`src/rtl/hazard_controller_if.sv`:
```
// hazard_controller_if: decoder/pipeline-side signal bundle for the hazard controller
interface hazard_controller_if #(parameter int CNT_W = 16);
    logic             IDEX_MemRead;
    logic [4:0]       IDEX_Rt;
    logic [4:0]       IFID_Rs;
    logic [4:0]       IFID_Rt;
    logic             ID_Jump;
    logic             ID_Branch;
    logic             BranchTaken;
    logic             EXMEM_LB4;
    logic             PCWrite;
    logic             IFIDWrite;
    logic             PipeHold;
    logic             IDEX_Bubble;
    logic             RedirectEn;
    logic             IFID_JFlush;
    logic [1:0]       LB4ByteIdx;
    logic [CNT_W-1:0] StallCycles;

    modport slave (
        input  IDEX_MemRead, IDEX_Rt, IFID_Rs, IFID_Rt, ID_Jump, ID_Branch, BranchTaken, EXMEM_LB4,
        output PCWrite, IFIDWrite, PipeHold, IDEX_Bubble, RedirectEn, IFID_JFlush, LB4ByteIdx, StallCycles
    );

    modport master (
        output IDEX_MemRead, IDEX_Rt, IFID_Rs, IFID_Rt, ID_Jump, ID_Branch, BranchTaken, EXMEM_LB4,
        input  PCWrite, IFIDWrite, PipeHold, IDEX_Bubble, RedirectEn, IFID_JFlush, LB4ByteIdx, StallCycles
    );
endinterface

```
`src/rtl/hazard_controller.sv`:
```
// hazard_controller: load-use stalls, branch/jump squash and LB4 four-byte pipeline freeze
module hazard_controller #(
    parameter int CNT_W = 16
) (
    input logic                Clock,
    input logic                Reset_n,
    hazard_controller_if.slave bus
);
    typedef enum logic {RUN, HOLD} state_t;

    state_t           state;
    logic [1:0]       idx;
    logic             flush_pend;
    logic [CNT_W-1:0] stall_cnt;
    logic             lu;
    logic             run;

    // A squash in flight masks the hazard: the squashed instruction's operands don't matter.
    assign lu = bus.IDEX_MemRead & (bus.IDEX_Rt != 5'd0) &
                (bus.IDEX_Rt == bus.IFID_Rs | bus.IDEX_Rt == bus.IFID_Rt) & ~flush_pend;
    assign run = (state == RUN) & ~bus.EXMEM_LB4;

    // Outputs decode from registered state plus current inputs; LB4 entry outranks everything.
    always_comb begin
        bus.PCWrite     = run & ~lu;
        bus.IFIDWrite   = run & ~lu;
        bus.IDEX_Bubble = run & (lu | flush_pend);
        bus.RedirectEn  = run & (bus.ID_Jump | (bus.ID_Branch & bus.BranchTaken)) & ~lu & ~flush_pend;
        bus.PipeHold    = (state == RUN) ? bus.EXMEM_LB4 : (idx != 2'd3);
        bus.LB4ByteIdx  = (state == HOLD) ? idx : 2'd0;
        bus.IFID_JFlush = flush_pend;
        bus.StallCycles = stall_cnt;
    end

    // State, byte index, pending squash and saturating stall counter.
    always_ff @(posedge Clock or negedge Reset_n) begin
        if (!Reset_n) begin
            state      <= RUN;
            idx        <= 2'd0;
            flush_pend <= 1'b0;
            stall_cnt  <= '0;
        end else begin
            if (state == RUN) begin
                if (bus.EXMEM_LB4) begin
                    state <= HOLD;
                    idx   <= 2'd1;
                end
            end else begin
                state <= (idx == 2'd3) ? RUN : HOLD;
                idx   <= idx + 2'd1;
            end
            if (bus.RedirectEn)
                flush_pend <= 1'b1;
            else if (flush_pend && !bus.PipeHold)
                flush_pend <= 1'b0;
            if (!bus.PCWrite && stall_cnt != '1)
                stall_cnt <= stall_cnt + CNT_W'(1);
        end
    end
endmodule

```
`src/flat_wrapper.sv`:
```
// flat-port wrapper written by rule: the top's interface ports become plain ports
module hazard_controller_flat 
#(
    parameter int CNT_W = 16
)
  (Clock, Reset_n, bus_IDEX_MemRead, bus_IDEX_Rt, bus_IFID_Rs, bus_IFID_Rt, bus_ID_Jump, bus_ID_Branch, bus_BranchTaken, bus_EXMEM_LB4, bus_PCWrite, bus_IFIDWrite, bus_PipeHold, bus_IDEX_Bubble, bus_RedirectEn, bus_IFID_JFlush, bus_LB4ByteIdx, bus_StallCycles);
  hazard_controller_if #(.CNT_W(CNT_W)) bus_i ();
  input logic Clock;
  input logic Reset_n;
  input wire logic [$bits(bus_i.IDEX_MemRead)-1:0] bus_IDEX_MemRead;
  input wire logic [$bits(bus_i.IDEX_Rt)-1:0] bus_IDEX_Rt;
  input wire logic [$bits(bus_i.IFID_Rs)-1:0] bus_IFID_Rs;
  input wire logic [$bits(bus_i.IFID_Rt)-1:0] bus_IFID_Rt;
  input wire logic [$bits(bus_i.ID_Jump)-1:0] bus_ID_Jump;
  input wire logic [$bits(bus_i.ID_Branch)-1:0] bus_ID_Branch;
  input wire logic [$bits(bus_i.BranchTaken)-1:0] bus_BranchTaken;
  input wire logic [$bits(bus_i.EXMEM_LB4)-1:0] bus_EXMEM_LB4;
  output wire logic [$bits(bus_i.PCWrite)-1:0] bus_PCWrite;
  output wire logic [$bits(bus_i.IFIDWrite)-1:0] bus_IFIDWrite;
  output wire logic [$bits(bus_i.PipeHold)-1:0] bus_PipeHold;
  output wire logic [$bits(bus_i.IDEX_Bubble)-1:0] bus_IDEX_Bubble;
  output wire logic [$bits(bus_i.RedirectEn)-1:0] bus_RedirectEn;
  output wire logic [$bits(bus_i.IFID_JFlush)-1:0] bus_IFID_JFlush;
  output wire logic [$bits(bus_i.LB4ByteIdx)-1:0] bus_LB4ByteIdx;
  output wire logic [$bits(bus_i.StallCycles)-1:0] bus_StallCycles;
  assign bus_i.IDEX_MemRead = bus_IDEX_MemRead;
  assign bus_i.IDEX_Rt = bus_IDEX_Rt;
  assign bus_i.IFID_Rs = bus_IFID_Rs;
  assign bus_i.IFID_Rt = bus_IFID_Rt;
  assign bus_i.ID_Jump = bus_ID_Jump;
  assign bus_i.ID_Branch = bus_ID_Branch;
  assign bus_i.BranchTaken = bus_BranchTaken;
  assign bus_i.EXMEM_LB4 = bus_EXMEM_LB4;
  assign bus_PCWrite = bus_i.PCWrite;
  assign bus_IFIDWrite = bus_i.IFIDWrite;
  assign bus_PipeHold = bus_i.PipeHold;
  assign bus_IDEX_Bubble = bus_i.IDEX_Bubble;
  assign bus_RedirectEn = bus_i.RedirectEn;
  assign bus_IFID_JFlush = bus_i.IFID_JFlush;
  assign bus_LB4ByteIdx = bus_i.LB4ByteIdx;
  assign bus_StallCycles = bus_i.StallCycles;
  hazard_controller #(.CNT_W(CNT_W)) u_core (.Clock(Clock), .Reset_n(Reset_n), .bus(bus_i));
endmodule
```
`config.mk`:
```
export PLATFORM = sky130hd
export DESIGN_NAME = hazard_controller_flat
export DESIGN_NICKNAME = d
export VERILOG_FILES = /design/src/rtl/hazard_controller_if.sv /design/src/rtl/hazard_controller.sv /design/src/flat_wrapper.sv
export SDC_FILE = /design/constraint.sdc
export NUM_CORES = 1
export LEC_CHECK = 0
export CORE_MARGIN = 3
export CORE_UTILIZATION = 39
export DETAILED_ROUTE_END_ITERATION = 10
export GPL_TIMING_DRIVEN = 0
export HOLD_SLACK_MARGIN = 0.05
export PLACE_DENSITY_LB_ADDON = 0.15
export SYNTH_ARGS = -nofsm -noshare
export SYNTH_HDL_FRONTEND = slang
export SYNTH_SLANG_ARGS = --single-unit
```
`constraint.sdc`:
```
create_clock -name Clock -period 1.74 [get_ports Clock]
set_clock_uncertainty 0.15 [all_clocks]
set_input_delay 0.174 -clock Clock [delete_from_list [all_inputs] [get_ports Clock]]
set_output_delay 0.174 -clock Clock [all_outputs]
set_load 0.01 [all_outputs]
```
# After elaboration in Yosys (flattened, before gate mapping)
# Index checks and enable logic that the tools add are counted.
# W data, S select, Z words.
word_totals:
  word_cells: 44
  mem_bits_rw: 0
  rom_bits: 0
  latch_bits: 0
  input_bits: 22
  n_memories: 0
  out_inout_bits: 24
  reg_bits: 20
op_classes:
  bitwise_logic: 17
  add_sub_neg: 2
  n_reduce_logical: 7
  n_shift: 0
  n_mul: 0
  n_eq_ne: 5
  mux: 9
  magnitude_cmp: 0
  n_div: 0
ops:
  columns: ["operator", "n"]
  rows:
  - ["$add A16 B1 Y16 const B", 1]
  - ["$ne A16 B16 Y1 const B", 1]
  - ["$and A1 B1 Y1", 10]
  - ["$eq A5 B5 Y1", 2]
  - ["$mux W1", 6]
  - ["$mux W2", 3]
  - ["$reduce_bool A5 Y1", 1]
  - ["$not A1 Y1", 4]
  - ["$reduce_bool A2 Y1", 2]
  - ["$or A1 B1 Y1", 3]
  - ["$add A2 B1 Y2 const B", 1]
  - ["$eq A2 B2 Y1 const B", 1]
  - ["$logic_and A1 B1 Y1", 2]
  - ["$logic_not A1 Y1", 2]
  - ["$ne A2 B2 Y1 const B", 1]

# Depth between registers and ports, before layout
# Gate-level depths: netlist (run 1).
depth:
  depth_word: 8
  depth_mapped: 7
  mapped_depth_nobuf: 6

# Worst setup path before layout (run 1)
# No wires, ideal clock.
synth_timing:
  path_kind: "register to register"
  start: "register u_core.stall_cnt[9] (netlist: u_core.bus.StallCycles[9])"
  end: "register u_core.stall_cnt[6] (netlist: u_core.bus.StallCycles[6])"
  path_buffers: 1
  setup_ns: 0.125
  stages_incl_launch_ff: 8
  t_arrival_ns: 1.596
  period_less_slack_ns: 1.871
  t_required_ns: 1.465
  path_slack_ns: -0.131
  cell_sequence: "dfrtp_1 > and3_1 > and2_1 > and3_1 > nand3_2 > buf_4 > nand4_1 > xnor2_1"
synth_between:
  elab_chain_cells: 2
synth_lines:
  columns: ["element", "line", "rtl"]
  rows:
  - ["from (decl)", "hazard_controller.sv:14", "logic [CNT_W-1:0] stall_cnt;"]
  - ["from (signal assigned)", "hazard_controller.sv:57", "stall_cnt <= stall_cnt + CNT_W'(1);"]
  - ["$ne A16 B16 Y1", "hazard_controller.sv:56", "if (!bus.PCWrite && stall_cnt != '1)"]
  - ["$logic_and A1 B1 Y1", "hazard_controller.sv:56", null]
# Every way passes these cells.
# A chain may end at the register's enable or synchronous reset.

# Final worst setup path (run 1)
layout_timing:
  start: "input bus_IDEX_Rt[3]"
  end: "output bus_IDEX_Bubble"
layout_between:
  elab_chain_cells: 6
  elab_cells_between_ends: 9
  cone_classes: "eq/ne (2); bitwise (6); reduce/logical (1)"
layout_lines:
  columns: ["element", "line", "rtl"]
  rows:
  - ["from (decl)", "flat_wrapper.sv:11", "input wire logic [$bits(bus_i.IDEX_Rt)-1:0] bus_IDEX_Rt;"]
  - ["$eq A5 B5 Y1 or $reduce_bool A5 Y1 (tied branches)", "hazard_controller.sv:20, hazard_controller.sv:19", null]
  - ["$or A1 B1 Y1 or $and A1 B1 Y1 (tied branches)", "hazard_controller.sv:20, hazard_controller.sv:19", null]
  - ["$and A1 B1 Y1 (*)", "hazard_controller.sv:19", "assign lu = bus.IDEX_MemRead & (bus.IDEX_Rt != 5'd0) &"]
  - ["$and A1 B1 Y1 (*)", "hazard_controller.sv:20", "(bus.IDEX_Rt == bus.IFID_Rs | bus.IDEX_Rt == bus.IFID_Rt) & ~flush_pend;"]
  - ["$or A1 B1 Y1 (*)", "hazard_controller.sv:27", "bus.IDEX_Bubble = run & (lu | flush_pend);"]
  - ["$and A1 B1 Y1 (*)", "hazard_controller.sv:27", null]
  - ["to (decl)", "flat_wrapper.sv:21", "output wire logic [$bits(bus_i.IDEX_Bubble)-1:0] bus_IDEX_Bubble;"]
# Every way passes the cells marked *; elsewhere a longest branch is shown, timed or not.

==> results of run 1 <==
[sequential cells by signal, indices dropped and copies added, names as in the netlist]
signal / flops
u_core.bus.IFID_JFlush: 1
u_core.idx: 2
u_core.bus.StallCycles: 16
u_core.state: 1
[synth_stat cells, types with 3 or more instances]
cell type | count | area, um^2
sky130_fd_sc_hd__and3_1 | 8 | 50.1
sky130_fd_sc_hd__xor2_1 | 10 | 87.6
sky130_fd_sc_hd__and2_1 | 4 | 25.0
sky130_fd_sc_hd__nand4_2 | 4 | 50.1
sky130_fd_sc_hd__nand3_2 | 6 | 60.1
sky130_fd_sc_hd__xnor2_1 | 15 | 131
sky130_fd_sc_hd__nor2_1 | 6 | 22.5
sky130_fd_sc_hd__dfrtp_1 | 20 | 500
sky130_fd_sc_hd__nor3_1 | 3 | 15.0
sky130_fd_sc_hd__nand4_1 | 4 | 25.0
[power by group through the flow]
stage	Combinational (uW)	Clock, uW	Sequential [uW]
2_1_floorplan	431	0	781
3_3_place_gp	882	0	764
3_5_place_dp	900	0	769
4_1_cts	997	240	748
5_1_grt	1240	262	757
6_report	1140	234	740
[what timing repair did]
item	CTS	global route
pin swaps	13	27
setup endpoints to repair	23	15
hold endpoints to repair	0	0
hold buffers	0	0
buffers inserted	11	12
resized for setup	61	39
cloned	0	1
[worst max-delay path by stage]
stage          cells after the start                   endpoint  slack, ns                      start
2_1_floorplan                      6  u_core.bus.StallCycles[1]     -0.005  u_core.bus.StallCycles[4]
5_1_grt                            8            bus_IDEX_Bubble      -0.12             bus_IDEX_Rt[3]
3_3_place_gp                       9                bus_PCWrite      -1.03             bus_IDEX_Rt[3]
4_1_cts                            8            bus_IDEX_Bubble      -0.09             bus_IDEX_Rt[4]
3_5_place_dp                       9                bus_PCWrite      -1.05             bus_IDEX_Rt[3]
6_report                           8            bus_IDEX_Bubble      -0.03             bus_IDEX_Rt[3]
[layout make-up]
class / count / area (um^2)
fillers: 217 / 822
multi-input cells: 80 / 773
repair buffers: 69 / 593
flip-flops and latches: 20 / 504
well taps: 31 / 38.8
plain buffers: 3 / 37.5
clock buffers: 4 / 26.3
inverters: 2 / 10.0
[cells in the final DEF (no fill, tap or decap), drive strengths merged]
cell,count
a21oi,2
a22o,2
a22oi,1
and2,4
and3,8
and4,1
buf,36
clkbuf,13
clkdlybuf4s15,3
clkdlybuf4s50,21
dfrtp,20
dlygate4sd2,1
dlymetal6s2s,2
ha,2
inv,2
mux2,1
nand2,2
nand3,8
nand4,8
nor2,7
nor2b,1
nor3,5
o21ai,1
o31ai,1
or4,1
xnor2,15
xor2,10
[cell families after synthesis]
group                      after synthesis
and+or+nand+nor                         45
xor gates and xnor gates                25
adders and majority gates                2
buffers and inverters                    5
muxes                                    1
DFF                                     20
AOI/OAI and AO/OA                        7
[worst max-delay path, cell delays in order]
cell	delay, ns
sky130_fd_sc_hd__buf_8	0.10
sky130_fd_sc_hd__or4_4	0.53
sky130_fd_sc_hd__o21ai_4	0.19
sky130_fd_sc_hd__nor2_2	0.04
sky130_fd_sc_hd__nor2_1	0.11
sky130_fd_sc_hd__buf_4	0.13
sky130_fd_sc_hd__nor3_2	0.03
sky130_fd_sc_hd__buf_2	0.14
[per-stage QoR]
step / power, uW / cells
after floorplan: 1210 / 105
final: 2110 / 209
after detailed placement: 1670 / 181
after CTS: 1980 / 196
after global routing: 2260 / 209
after global placement: 1650 / 181
[routing by layer]
metal / up-vias / GRT usage [%]
met5: - / 0
met4: 0 / 7.43
met3: 8 / 4.26
met2: 34 / 28.7
met1: 514 / 20.6
li1: 517 / -
==> flow_metrics.env, run 1 <==
export IMPL_fin_tns_setup_ns=-0.0577
export IMPL_drv_slew=0
export IMPL_met2_wirelength_mm=1.58
export IMPL_grt_total_usage_pct=17.1
export IMPL_max_freq_ghz=0.564
export IMPL_period_minus_slack_ns=1.77
export IMPL_arrival_ns=1.45
export IMPL_met3WireLength_um=160
export IMPL_synth_top_flop_cell="sky130_fd_sc_hd__dfrtp_1"
export IMPL_max_cap_violations=0
export IMPL_top_layer_used="met4"
export IMPL_design_portCount=46
export IMPL_port_buffer_count=45
export IMPL_area_growth_syn_to_layout_pct=68.6
export IMPL_sequentialPowerShare_pct=35.0
export IMPL_grt_overflow_total=0
export IMPL_vias_per_cell=5.13
export IMPL_grt_max_degree=21
export IMPL_clkLatencyLatePin_ns=0.30
export IMPL_cts_inserted_buffers=3
export IMPL_power_leakage_uw=0.000878
export IMPL_finalHoldViolCount=0
export IMPL_core_area_um2=2810
export IMPL_synth_top_family_by_area="simple AND/OR/NAND/NOR gates"
export IMPL_share_of_synthesized_cell_area_in_full_adder_half_adder_and_majority_cells_pct=2.13
export IMPL_syn_cell_area_um2=1180
export IMPL_htree_num_levels=1
export IMPL_r2r_end="u_core.bus.StallCycles[15]"
export IMPL_final_hold_worst_slack_ns=0.211
export IMPL_warning_count_from_the_yosys_run=0
export IMPL_pwr_share_clk_pct=11.1
export IMPL_setup_repair_after_global_routing_missed_its_margin="yes"
export IMPL_met1Wirelength_mm=1.20
export IMPL_worst_case_setup_margin_in_the_final_layout_ns=-0.0330
export IMPL_gp_routability_congestion=0.725
export IMPL_route_detailed_drc=0
export IMPL_synth_seq_cells=20
export IMPL_worstMarginPinSlew_ns=0.893
export IMPL_via_count=1073
export IMPL_final_net_count=203
export IMPL_synth_edff_count=0
export IMPL_power_switching_uw=744
export IMPL_critical_path_required_ns=1.42
export IMPL_setup_violations_final=2
export IMPL_chipHeight_um=60.9
export IMPL_seq_area_frac_synth_pct=42.6
export IMPL_min_path_type="primary input to async pin"
export IMPL_ff2ff_path_depth=7
export IMPL_design_die_area_um2=3710
export IMPL_tritoncts="yes"
export IMPL_detailedRoute_firstIterationViolations=30
export IMPL_vdd_ir_drop_worst_uv=606
export IMPL_ant_nets=0
export IMPL_initial_utilization_pct=41.9
export IMPL_share_of_layout_cells_above_drive_strength_1_pct=47.8
export IMPL_average_routed_wire_per_standard_cell_um=14.4
export IMPL_powerDensity_nw_per_um2=1070
export IMPL_postSynthCellCount=105
export IMPL_final_util_pct=70.7
export IMPL_swShare_pct=35.2
export IMPL_drt_pre_antenna_iters=4
export IMPL_setup_worst_path_class="primary input to primary output"
export IMPL_placementRows=19
export IMPL_synth_xor_area_share_pct=18.6
export IMPL_design_area_um2=1980
export IMPL_synth_async_reset_ratio_pct=100
export IMPL_first_global_vias=1040
export IMPL_num_clock_sinks=20
export IMPL_syn_area_per_cell_um2=11.2
export IMPL_post_synth_mux_area_share_pct=0.957
export IMPL_root_buffer="sky130_fd_sc_hd__clkbuf_4"
export IMPL_number_of_antenna_violations_at_the_first_check_in_global_routing=0
export IMPL_max_slew_margin_pct=40.3
export IMPL_dp_hpwl_mm=2.03
export IMPL_status="finished, violations left"
export IMPL_yosys_cell_types_count=28
export IMPL_internal_power_uw=1370
export IMPL_placed_area_um2=1710
export IMPL_timing_critical_path_from_type="primary input"
export IMPL_syn_nets=129
export IMPL_tcrit_tclk_final_pct=102
export IMPL_worst_setup_hold_path_clk_slew_ns=0.12
export IMPL_bufs_on_longest_clock_path=2
export IMPL_num_antenna_cells=0
export IMPL_die_width_um=60.9
export IMPL_overall_routed_net_length_mm=3.00
export IMPL_failed_checks="negative setup slack"
export IMPL_grt_pass1_wl_mm=4.71
export IMPL_cp_max_fo=3
export IMPL_crit_reg2reg_launch="u_core.bus.StallCycles[11]"
export IMPL_pre_cts_slack_ns=-1.05
export IMPL_area_share_of_and_or_nand_nor_cells_after_synthesis_pct=26.9
export IMPL_reg2reg_slack_ns=0
export IMPL_combPwrFrac_pct=53.9
export IMPL_synth_compound_gate_area_share_pct=5.96
export IMPL_setup_worst_path_end_class="primary output"
Note: power is estimated with default switching activity, not from simulation.
==> inputs of run 2 (changes only) <==
--- a/config.mk
+++ b/config.mk
@@ -5,12 +5,13 @@
 export SDC_FILE = /design/constraint.sdc
 export NUM_CORES = 1
 export LEC_CHECK = 0
+export ABC_AREA = 0
 export CORE_MARGIN = 3
 export CORE_UTILIZATION = 39
 export DETAILED_ROUTE_END_ITERATION = 10
 export GPL_TIMING_DRIVEN = 0
 export HOLD_SLACK_MARGIN = 0.05
-export PLACE_DENSITY_LB_ADDON = 0.15
+export PLACE_DENSITY = 0.76
 export SYNTH_ARGS = -nofsm -noshare
 export SYNTH_HDL_FRONTEND = slang
 export SYNTH_SLANG_ARGS = --single-unit
==> run 2 against run 1 <==
Net effect:
- the flow still finishes with violations (negative setup slack)
- worst hold slack improved by 0.0034 ns
- critical path depth rose by 1
- setup slack got worse by 0.011 ns
- wire length rose by 3.4%
- clock power rose by 22%
- critical path type unchanged
- largest cell class unchanged
- largest power group unchanged
==> flow_metrics.env, run 2 (synthesis gave the netlist of run 1 again) <==
export IMPL_critical_path_max_stage_delay_ns=0.53
export IMPL_setup_worst_path_class="primary input to primary output"
export IMPL_r2r_end="u_core.bus.StallCycles[1]"
export IMPL_clkLatencyLatePin_ns=0.31
export IMPL_tcrit_tclk_final_pct=103
export IMPL_crit_top_cell="sky130_fd_sc_hd__buf_6"
export IMPL_power_switching_uw=787
export IMPL_design_die_area_um2=3710
export IMPL_arrival_ns=1.46
export IMPL_detailedRoute_firstIterationViolations=31
export IMPL_finalHoldViolCount=0
export IMPL_root_buffer="sky130_fd_sc_hd__clkbuf_4"
export IMPL_number_of_antenna_violations_at_the_first_check_in_global_routing=0
export IMPL_finalNonFillerCells=209
export IMPL_bufs_on_longest_clock_path=2
export IMPL_powerDensity_nw_per_um2=1070
export IMPL_design_portCount=46
export IMPL_critical_path_required_ns=1.42
export IMPL_vdd_ir_drop_worst_uv=642
export IMPL_placed_area_um2=1710
export IMPL_design_area_um2=2060
export IMPL_ff2ff_path_depth=6
export IMPL_port_buffer_count=45
export IMPL_cts_inserted_buffers=3
export IMPL_worst_case_setup_margin_in_the_final_layout_ns=-0.0443
export IMPL_combPwrFrac_pct=53.1
export IMPL_first_global_vias=1137
export IMPL_final_net_count=203
export IMPL_setup_worst_path_end_class="primary output"
export IMPL_fillers=214
export IMPL_max_freq_ghz=0.560
export IMPL_max_cap_violations=0
export IMPL_hold_buffers=0
export IMPL_sequentialPowerShare_pct=34.1
export IMPL_num_antenna_cells=0
export IMPL_status="finished, violations left"
export IMPL_grt_pass1_wl_mm=4.89
export IMPL_failed_checks="negative setup slack"
export IMPL_drv_slew=0
export IMPL_reg2reg_slack_ns=-0.04
export IMPL_num_clock_sinks=20
export IMPL_vias_per_cell=5.21
export IMPL_htree_num_levels=1
export IMPL_worst_setup_hold_path_clk_slew_ns=0.12
export IMPL_final_util_pct=73.5
export IMPL_setup_violations_final=8
export IMPL_flip_flop_count_of_the_largest_register_after_layout=16
export IMPL_min_path_type="primary input to async pin"
export IMPL_area_growth_syn_to_layout_pct=75.3
export IMPL_overall_routed_net_length_mm=3.10
export IMPL_timing_critical_path_from_type="primary input"
export IMPL_tritoncts="yes"
export IMPL_power_leakage_uw=0.000931
export IMPL_most_common_layout_cells="sky130_fd_sc_hd__buf_4 (23), sky130_fd_sc_hd__clkdlybuf4s50_1 (19), sky130_fd_sc_hd__dfrtp_1 (17)"
export IMPL_share_of_layout_cells_above_drive_strength_1_pct=47.2
export IMPL_gp_routability_congestion=0.718
export IMPL_swShare_pct=35.6
export IMPL_final_common_cell="sky130_fd_sc_hd__buf_4"
export IMPL_grt_overflow_total=0
export IMPL_setup_repair_after_global_routing_missed_its_margin="yes"
export IMPL_period_minus_slack_ns=1.78
export IMPL_die_width_um=60.9
export IMPL_initial_utilization_pct=41.9
export IMPL_average_routed_wire_per_standard_cell_um=14.8
export IMPL_internal_power_uw=1420
export IMPL_placementRows=19
export IMPL_crit_reg2reg_launch="u_core.bus.StallCycles[10]"
export IMPL_critPathSlowestCell="sky130_fd_sc_hd__or4_4"
export IMPL_via_count=1088
export IMPL_grt_total_usage_pct=17.3
export IMPL_route_detailed_drc=0
export IMPL_ant_nets=0
export IMPL_drt_pre_antenna_iters=4
export IMPL_max_slew_margin_pct=38.2
export IMPL_dp_hpwl_mm=1.99
export IMPL_grt_max_degree=21
export IMPL_worstMarginPinSlew_ns=0.924
export IMPL_worstPathCellList="buf_8 -> or4_4 -> o21ai_4 -> buf_6 -> o31ai_4 -> buf_6 -> inv_4 -> buf_6 -> buf_6"
export IMPL_pwr_share_clk_pct=12.9
export IMPL_placed_cells=181
export IMPL_chipHeight_um=60.9
export IMPL_core_area_um2=2810
export IMPL_cp_max_fo=3
export IMPL_pre_cts_slack_ns=-1.04
run 2: changes by cell type in the layout (fill, tap and decap cells not counted), moves of 2 or more:
| cell | change |
|---|---|
| sky130_fd_sc_hd__clkbuf_2 | -3 |
| sky130_fd_sc_hd__clkdlybuf4s50_1 | -2 |
| sky130_fd_sc_hd__dlygate4sd2_1 | +5 |
| sky130_fd_sc_hd__nand3_2 | -2 |
| sky130_fd_sc_hd__nand3_4 | +3 |
| sky130_fd_sc_hd__xnor2_1 | -2 |
| sky130_fd_sc_hd__xnor2_2 | +2 |
run 2: area by class of cell:
cell class / instances / area (um^2) / share of cell area [%]
multi-input cells: 80 / 825 / 40.0
repair buffers: 69 / 611 / 29.6
flip-flops and latches: 20 / 504 / 24.5
well taps: 31 / 38.8 / 1.88
plain buffers: 3 / 37.5 / 1.82
clock buffers: 4 / 36.3 / 1.76
inverters: 2 / 10.0 / 0.485
run 2: power groups by stage:
stage	sequential, uW	clock (uW)	combinational, uW
after floorplan	781	0	431
after global placement	758	0	882
after detailed placement	766	0	900
after CTS	740	284	993
after global routing	775	315	1270
final	753	285	1170
run 2: repair_timing:
item | CTS | global route
gates resized for setup | 60 | 39
pin swaps | 15 | 24
cloned | 1 | 0
setup endpoints to repair | 23 | 18
buffers inserted | 14 | 9
run 2: metrics by stage:
stage	power (uW)	hold WS [ns]	setup TNS [ns]
detailed placement	1670	0.342	-12.14
global route	2360	0.275	-1.21
CTS	2020	0.255	-0.327
global placement	1640	0.339	-11.88
finish	2210	0.214	-0.226
floorplan	1210	-0.272	-0.00478
run 2: worst max-delay path by stage:
stage          slack, ns                 startpoint                        end  cells after the start
2_1_floorplan     -0.005  u_core.bus.StallCycles[4]  u_core.bus.StallCycles[1]                      6
3_3_place_gp       -1.02             bus_IDEX_Rt[2]                bus_PCWrite                      9
3_5_place_dp       -1.04             bus_IDEX_Rt[3]                bus_PCWrite                      9
4_1_cts             -0.1             bus_IDEX_Rt[4]                bus_PCWrite                      9
5_1_grt            -0.12               u_core.state             bus_RedirectEn                      4
6_report           -0.04             bus_IDEX_Rt[4]                bus_PCWrite                      9
run 2: critical path, delay by kind of cell:
| kind | cells | cell delay (ns) |
|---|---|---|
| AND/OR/NAND/NOR | 1 | 0.53 |
| buffers and inverters | 6 | 0.55 |
| AO/OA/AOI/OAI | 2 | 0.20 |
run 2: per-layer routing:
layer,vias to the layer above,part of all wire (%),track usage (%)
met5,-,0,0
met4,0,2.1,6.50
met3,6,5.4,2.77
met2,39,51,31.6
met1,524,41,20.1
li1,519,-,-
==> inputs of run 3 (changes only) <==
--- a/config.mk
+++ b/config.mk
@@ -8,10 +8,12 @@
 export ABC_AREA = 0
 export CORE_MARGIN = 3
 export CORE_UTILIZATION = 39
+export CTS_CLUSTER_DIAMETER = 30
 export DETAILED_ROUTE_END_ITERATION = 10
 export GPL_TIMING_DRIVEN = 0
 export HOLD_SLACK_MARGIN = 0.05
 export PLACE_DENSITY = 0.76
+export SLEW_MARGIN = 20
 export SYNTH_ARGS = -nofsm -noshare
 export SYNTH_HDL_FRONTEND = slang
 export SYNTH_SLANG_ARGS = --single-unit
==> results of run 3 <==
Final layout, timing and power as in run 2 (identical DEF).
